File: src/rtl/uart_pkg.sv
// Shared UART types: runtime framing config (common with uart_tx) and the receiver FSM state.
package uart_pkg;

  localparam int unsigned DATA_W    = 8;
  localparam int unsigned BIT_CNT_W = 4;

  typedef enum logic {
    STOP_BITS_1 = 1'b0,
    STOP_BITS_2 = 1'b1
  } stop_bits_t;

  typedef enum logic [1:0] {
    PARITY_NONE = 2'd0,
    PARITY_EVEN = 2'd1,
    PARITY_ODD  = 2'd2
  } parity_t;

  typedef enum logic [2:0] {
    IDLE      = 3'd0,
    START     = 3'd1,
    DATA      = 3'd2,
    PARITY    = 3'd3,
    STOP      = 3'd4,
    DONE      = 3'd5,
    WAIT_IDLE = 3'd6
  } uart_rx_state_t;

  // Data-bit count limited to the legal 5..8 range.
  function automatic logic [BIT_CNT_W-1:0] clamp_data_bits(input logic [BIT_CNT_W-1:0] n);
    if (n < BIT_CNT_W'(5)) begin
      return BIT_CNT_W'(5);
    end else if (n > BIT_CNT_W'(8)) begin
      return BIT_CNT_W'(8);
    end else begin
      return n;
    end
  endfunction

endpackage

File: src/rtl/uart_rx.sv
// UART receiver: synchronizes rx, frames start/data/parity/stop at mid-bit, writes bytes to the RX FIFO.
// Ports:
//   clk, rst          clock, async active-high reset
//   rx                async serial line, idle high
//   rx_data/rx_wren   received byte and one-cycle FIFO write strobe
//   rx_full           FIFO full; suppresses the write and flags overrun
//   rx_busy           high from start-bit confirm until frame end
//   parity_err, frame_err, overrun_err   one-cycle error pulses, aligned with the frame-end cycle
//   num_data_bits, stop_bits, parity     framing config, captured at start-bit confirm
module uart_rx
  import uart_pkg::*;
#(
  parameter int unsigned CLKS_PER_BIT = 868
) (
  input  logic                 clk,
  input  logic                 rst,
  input  logic                 rx,
  output logic [DATA_W-1:0]    rx_data,
  output logic                 rx_wren,
  input  logic                 rx_full,
  output logic                 rx_busy,
  output logic                 parity_err,
  output logic                 frame_err,
  output logic                 overrun_err,
  input  logic [BIT_CNT_W-1:0] num_data_bits,
  input  stop_bits_t           stop_bits,
  input  parity_t              parity
);

  localparam int unsigned TIMER_W  = $clog2(CLKS_PER_BIT);
  localparam int unsigned HALF_BIT = CLKS_PER_BIT / 2;

  // Synchronizer and edge-detect history.
  logic rx_meta, rx_sync, rx_prev;
  logic fall;

  uart_rx_state_t state_q, state_d;
  logic [TIMER_W-1:0]   timer_q, timer_d;
  logic [BIT_CNT_W-1:0] bit_cnt_q, bit_cnt_d;
  logic [DATA_W-1:0]    shift_q, shift_d;
  logic                 par_acc_q, par_acc_d;
  logic                 par_err_q, par_err_d;
  logic                 stop_err_q, stop_err_d;
  logic                 stop_cnt_q, stop_cnt_d;
  logic [BIT_CNT_W-1:0] nbits_q, nbits_d;
  stop_bits_t           stop2_q, stop2_d;
  parity_t              parity_q, parity_d;

  logic [DATA_W-1:0] rx_data_d;
  logic rx_wren_d, rx_busy_d, parity_err_d, frame_err_d, overrun_err_d;
  logic tick_half, tick_full, stop_err_new;

  assign fall      = rx_prev & ~rx_sync;
  assign tick_half = (timer_q == TIMER_W'(HALF_BIT - 1));
  assign tick_full = (timer_q == TIMER_W'(CLKS_PER_BIT - 1));
  assign stop_err_new = stop_err_q | ~rx_sync;

  // Next-state, datapath and registered-output decode.
  always_comb begin
    state_d       = state_q;
    timer_d       = tick_full ? '0 : timer_q + TIMER_W'(1);
    bit_cnt_d     = bit_cnt_q;
    shift_d       = shift_q;
    par_acc_d     = par_acc_q;
    par_err_d     = par_err_q;
    stop_err_d    = stop_err_q;
    stop_cnt_d    = stop_cnt_q;
    nbits_d       = nbits_q;
    stop2_d       = stop2_q;
    parity_d      = parity_q;
    rx_data_d     = rx_data;
    rx_wren_d     = 1'b0;
    parity_err_d  = 1'b0;
    frame_err_d   = 1'b0;
    overrun_err_d = 1'b0;

    case (state_q)
      IDLE: begin
        timer_d = '0;
        if (fall) state_d = START;
      end
      START: begin
        if (tick_half) begin
          timer_d = '0;
          if (!rx_sync) begin
            state_d    = DATA;
            nbits_d    = clamp_data_bits(num_data_bits);
            stop2_d    = stop_bits;
            parity_d   = parity;
            bit_cnt_d  = '0;
            shift_d    = '0;
            par_acc_d  = 1'b0;
            par_err_d  = 1'b0;
            stop_err_d = 1'b0;
            stop_cnt_d = 1'b0;
          end else begin
            state_d = IDLE;
          end
        end
      end
      DATA: begin
        if (tick_full) begin
          shift_d[bit_cnt_q[2:0]] = rx_sync;
          par_acc_d = par_acc_q ^ rx_sync;
          bit_cnt_d = bit_cnt_q + BIT_CNT_W'(1);
          if (bit_cnt_q == nbits_q - BIT_CNT_W'(1)) begin
            state_d = (parity_q != PARITY_NONE) ? PARITY : STOP;
          end
        end
      end
      PARITY: begin
        // Even: data^bit must be 0; odd: must be 1.
        if (tick_full) begin
          par_err_d = par_acc_q ^ rx_sync ^ (parity_q == PARITY_ODD);
          state_d   = STOP;
        end
      end
      STOP: begin
        if (tick_full) begin
          stop_err_d = stop_err_new;
          if (stop2_q == STOP_BITS_2 && !stop_cnt_q) begin
            stop_cnt_d = 1'b1;
          end else begin
            // Outputs are registered here so they are visible during the DONE cycle.
            state_d       = DONE;
            rx_wren_d     = ~rx_full;
            overrun_err_d = rx_full;
            rx_data_d     = rx_full ? rx_data : shift_q;
            parity_err_d  = par_err_q;
            frame_err_d   = stop_err_new;
          end
        end
      end
      DONE: begin
        timer_d = '0;
        if (stop_err_q)  state_d = WAIT_IDLE;
        else if (fall)   state_d = START;
        else             state_d = IDLE;
      end
      WAIT_IDLE: begin
        timer_d = '0;
        if (rx_sync) state_d = IDLE;
      end
      default: state_d = IDLE;
    endcase

    rx_busy_d = (state_d == DATA) || (state_d == PARITY) || (state_d == STOP);
  end

  // All state and outputs.
  always_ff @(posedge clk or posedge rst) begin
    if (rst) begin
      rx_meta     <= 1'b1;
      rx_sync     <= 1'b1;
      rx_prev     <= 1'b1;
      state_q     <= IDLE;
      timer_q     <= '0;
      bit_cnt_q   <= '0;
      shift_q     <= '0;
      par_acc_q   <= 1'b0;
      par_err_q   <= 1'b0;
      stop_err_q  <= 1'b0;
      stop_cnt_q  <= 1'b0;
      nbits_q     <= BIT_CNT_W'(8);
      stop2_q     <= STOP_BITS_1;
      parity_q    <= PARITY_NONE;
      rx_data     <= '0;
      rx_wren     <= 1'b0;
      rx_busy     <= 1'b0;
      parity_err  <= 1'b0;
      frame_err   <= 1'b0;
      overrun_err <= 1'b0;
    end else begin
      rx_meta     <= rx;
      rx_sync     <= rx_meta;
      rx_prev     <= rx_sync;
      state_q     <= state_d;
      timer_q     <= timer_d;
      bit_cnt_q   <= bit_cnt_d;
      shift_q     <= shift_d;
      par_acc_q   <= par_acc_d;
      par_err_q   <= par_err_d;
      stop_err_q  <= stop_err_d;
      stop_cnt_q  <= stop_cnt_d;
      nbits_q     <= nbits_d;
      stop2_q     <= stop2_d;
      parity_q    <= parity_d;
      rx_data     <= rx_data_d;
      rx_wren     <= rx_wren_d;
      rx_busy     <= rx_busy_d;
      parity_err  <= parity_err_d;
      frame_err   <= frame_err_d;
      overrun_err <= overrun_err_d;
    end
  end

endmodule

File: config.mk
export PLATFORM = sky130hd
export DESIGN_NAME = uart_rx
export DESIGN_NICKNAME = d
export VERILOG_FILES = /design/src/rtl/uart_pkg.sv /design/src/rtl/uart_rx.sv
export SDC_FILE = /design/constraint.sdc
export NUM_CORES = 1
export LEC_CHECK = 0
export ABC_AREA = 1
export CAP_MARGIN = 0
export CORE_UTILIZATION = 30
export DETAILED_ROUTE_END_ITERATION = 10
export GPL_TIMING_DRIVEN = 0
export PLACE_DENSITY = 0.47
export SYNTH_ARGS = -nofsm -noshare
export SYNTH_HDL_FRONTEND = slang
export SYNTH_SLANG_ARGS = --single-unit
File: constraint.sdc
create_clock -name clk -period 5.2 [get_ports clk]
set_clock_uncertainty 0.15 [all_clocks]
set_input_delay 1.04 -clock clk [delete_from_list [all_inputs] [get_ports clk]]
set_output_delay 1.04 -clock clk [all_outputs]
set_load 0.05 [all_outputs]
==> flow_metrics.tcl, run 1 <==
set metrics [dict create \
    hold_violations 0 \
    critPathKind "flop to output port" \
    synth_top_area_cell "dfrtp_1" \
    viasPerCell 4.426 \
    cts_tree "built" \
    wire_per_inst_microns 11.51 \
    pwr-share-clk 0.292 \
    clk-insertion-delay-late_ps 310 \
    synthArstFlopShare 1.000 \
    grt_max_degree 37 \
    overflow 0 \
    syn_area_sq_um 2690 \
    synth_cell_type_count 36 \
    antenna_found_initial 0 \
    hpwlAfterDp_mm 4.034 \
    dr.pass1.iters 4 \
    routed-wl-met2_mm 2.232 \
    postCtsSetupBuffers 0 \
    rsz0062_at_grt "no" \
    final_cells 472 \
    ir_drop_mv 0.09204 \
    critPathMaxFanout 2 \
    combPwrFrac 0.152 \
    core_sq_um 8721 \
    areaGrowthSynthToFinish_pct 17.77 \
    arrival_ps 1500 \
    path_cells "clkdlybuf4s50_1" \
    drive_above_1_share 0.1566 \
    wl_met3_microns 180 \
    cap_violations 0 \
    cts.sinks 52 \
    hold_buffers 0 \
    grt_pass1_vias 2052 \
    design_area_sq_um 3168 \
    holdCritPathClass "flop to flop" \
    ios 24 \
    p_seq_frac 0.555 \
    drtIter0Drc 68 \
    synth_edf_count 0 \
    post-place-ws_ps 2863 \
    p_int_uw 572.9 \
    crit_path_top_delay_cell "clkdlybuf4s50_1" \
    power.switching_uw 247.8 \
    grtUsageTotal 0.1264 \
    worst_setup_hold_path_clk_slew_ps 100 \
    vias 2089 \
    fmax_mhz 371.7 \
    max_slew_margin 0.6545 \
    ys_top_cells_by_count "nand2_1, dfrtp_1, inv_1" \
    critPathRequiredTime_ps 4010 \
    yosys_warnings 0 \
    top_layer "met4" \
    synth.most_common_cell "nand2_1" \
    slowest_delay_ps 810 \
    wl_mm 5.435 \
    clockRootBuffer "clkbuf_8" \
    run_status "completed" \
    ctsLongestPathBuffers 2 \
    place_congestion 0.8070 \
    post-route-period-util 0.5174 \
    synth_flop_cell "dfrtp_1" \
    numPortBuffers 23 \
    critPathCaptureType "output port" \
    switching_share 0.3020 \
    wl_met1_mm 2.966 \
    antenna-diode-count 0 \
    cts_max_level 2 \
    start_kind "flop" \
    setup_slack_ps 2509 \
    route.detailed.drc 0 \
    worst_pin_slew_ps 516.6 \
    dp.cells 464 \
    maxSlewViolCount 0 \
    numCtsBuffers 5 \
    rows 34 \
    fin_crit_ps 2691 \
    cp_num_buf_inv 1 \
    final_nets 378 \
    power_density_nw_per_um2 259.1 \
    p_leak_nw 1.533 \
    start_util 0.3085 \
    setup_viol 0 \
    final_antenna_net_count 0 \
    cp_top_family "buffers and inverters" \
    place_area_sq_um 3075 \
    yosys.area.top_type_share 0.4465 \
    post_cts_resized 0 \
    synth_area_per_cell_sq_um 8.103 \
    synth.net_count 347 \
    die-area_sq_um 9350 \
    ys_seq_area_frac 0.4856 \
    setup_tns_ps 0 \
    syn_inst 332 \
    ys_seq_elements 52 \
    die_y_microns 96.70 \
    die_width_microns 96.70 \
    grt_pass1_wl_mm 9.756 \
    synth.area.top_cells "dfrtp_1, nand2_1, inv_1, nor2_1, dfstp_2" \
]
-- through the flow --
stage	util	power, mW	hold WS, ps
after floorplan	-	0.5526	195.2
after global placement	0.3504	0.5826	195.6
after detailed placement	0.3527	0.5907	198.4
after CTS	0.3633	0.8399	213.3
final	0.3633	0.8208	211.5
after global routing	0.3633	0.8735	215.5
-- final timing paths --
kind / start / to / slack, ps / depth (start not counted)
worst max-delay path: rx_data[6] / rx_data[6] / 2510 / 1
worst min-delay path: rx_meta / rx_sync / 210 / 0
worst max register to register: timer_q[0] / shift_q[0] / 3270 / 11
worst min register to register: rx_meta / rx_sync / 210 / 0
max in group asynchronous: rst / nbits_q[3] / 3440 / 3
min in group asynchronous: rst / overrun_err / 870 / 2
-- power groups by stage --
| stage | sequential, mW | clock (mW) | combinational [mW] |
|---|---|---|---|
| after floorplan | 0.458 | 0 | 0.0950 |
| after global placement | 0.462 | 0 | 0.120 |
| after detailed placement | 0.463 | 0 | 0.128 |
| after CTS | 0.456 | 0.255 | 0.129 |
| after global routing | 0.459 | 0.269 | 0.146 |
| final | 0.456 | 0.240 | 0.125 |
-- kinds of logic (layout without fill, tap and decap cells) --
group                      count (synthesis)  in the layout  share of synthesized area
buffers and inverters                     50             82                    0.07767
DFF                                       52             52                     0.4856
xor gates and xnor gates                   4              4                    0.01303
and+or+nand+nor                          190            190                     0.3228
adders and majority gates                  4              4                    0.01861
AOI/OAI and AO/OA                         32             32                    0.08233
-- sequential cells by signal, summed over array words and instances (netlist names), 2 cells and up --
signal	cells
state_q	3
rx_data	8
nbits_q	4
shift_q	8
bit_cnt_q	4
parity_q	2
timer_q	10
-- routing by layer --
metal  track usage  vias to the layer above
met5             0                        -
met1        0.1814                      942
met4       0.03789                        0
li1              -                     1113
met3       0.02457                        4
met2        0.1923                       30
-- cell type report --
type | count | area (sq um)
fillers | 919 | 5553
flip-flops and latches | 52 | 1306
multi-input cells | 230 | 1175
repair buffers | 24 | 250.2
inverters | 47 | 181.4
well taps | 108 | 135.1
clock buffers | 5 | 68.82
plain buffers | 3 | 27.53
clock inverters | 3 | 23.77
-- layout by cell type, fill, tap and decap left out, types with 8 or more instances in the layout --
master           instances
nand2_1                106
o21ai_0                 12
dfrtp_1                 48
inv_2                   13
clkdlybuf4s50_1         23
o21ai_2                  8
inv_1                   33
nor2_1                  29
nand3_1                 19
nor3_1                   9
No activity file was read; power rests on OpenSTA's default activity.
==> inputs of run 2 (changes only) <==
==> constraint.sdc (replaced) <==
create_clock -name clk -period 2.7 [get_ports clk]
set_clock_uncertainty 0.15 [all_clocks]
set_input_delay 0.54 -clock clk [delete_from_list [all_inputs] [get_ports clk]]
set_output_delay 0.54 -clock clk [all_outputs]
set_load 0.05 [all_outputs]
==> results of run 2 <==
Same layout as run 1 (identical final DEF). Status: completed.
Among the figures that moved: setup slack after placement 2863 ps -> 748.3 ps; setup slack after layout 2509 ps -> 509.4 ps; register-to-register setup slack 3270 ps -> 770 ps; total power 0.8208 mW -> 1.581 mW; worst IR drop on VDD 0.09204 mV -> 0.1773 mV
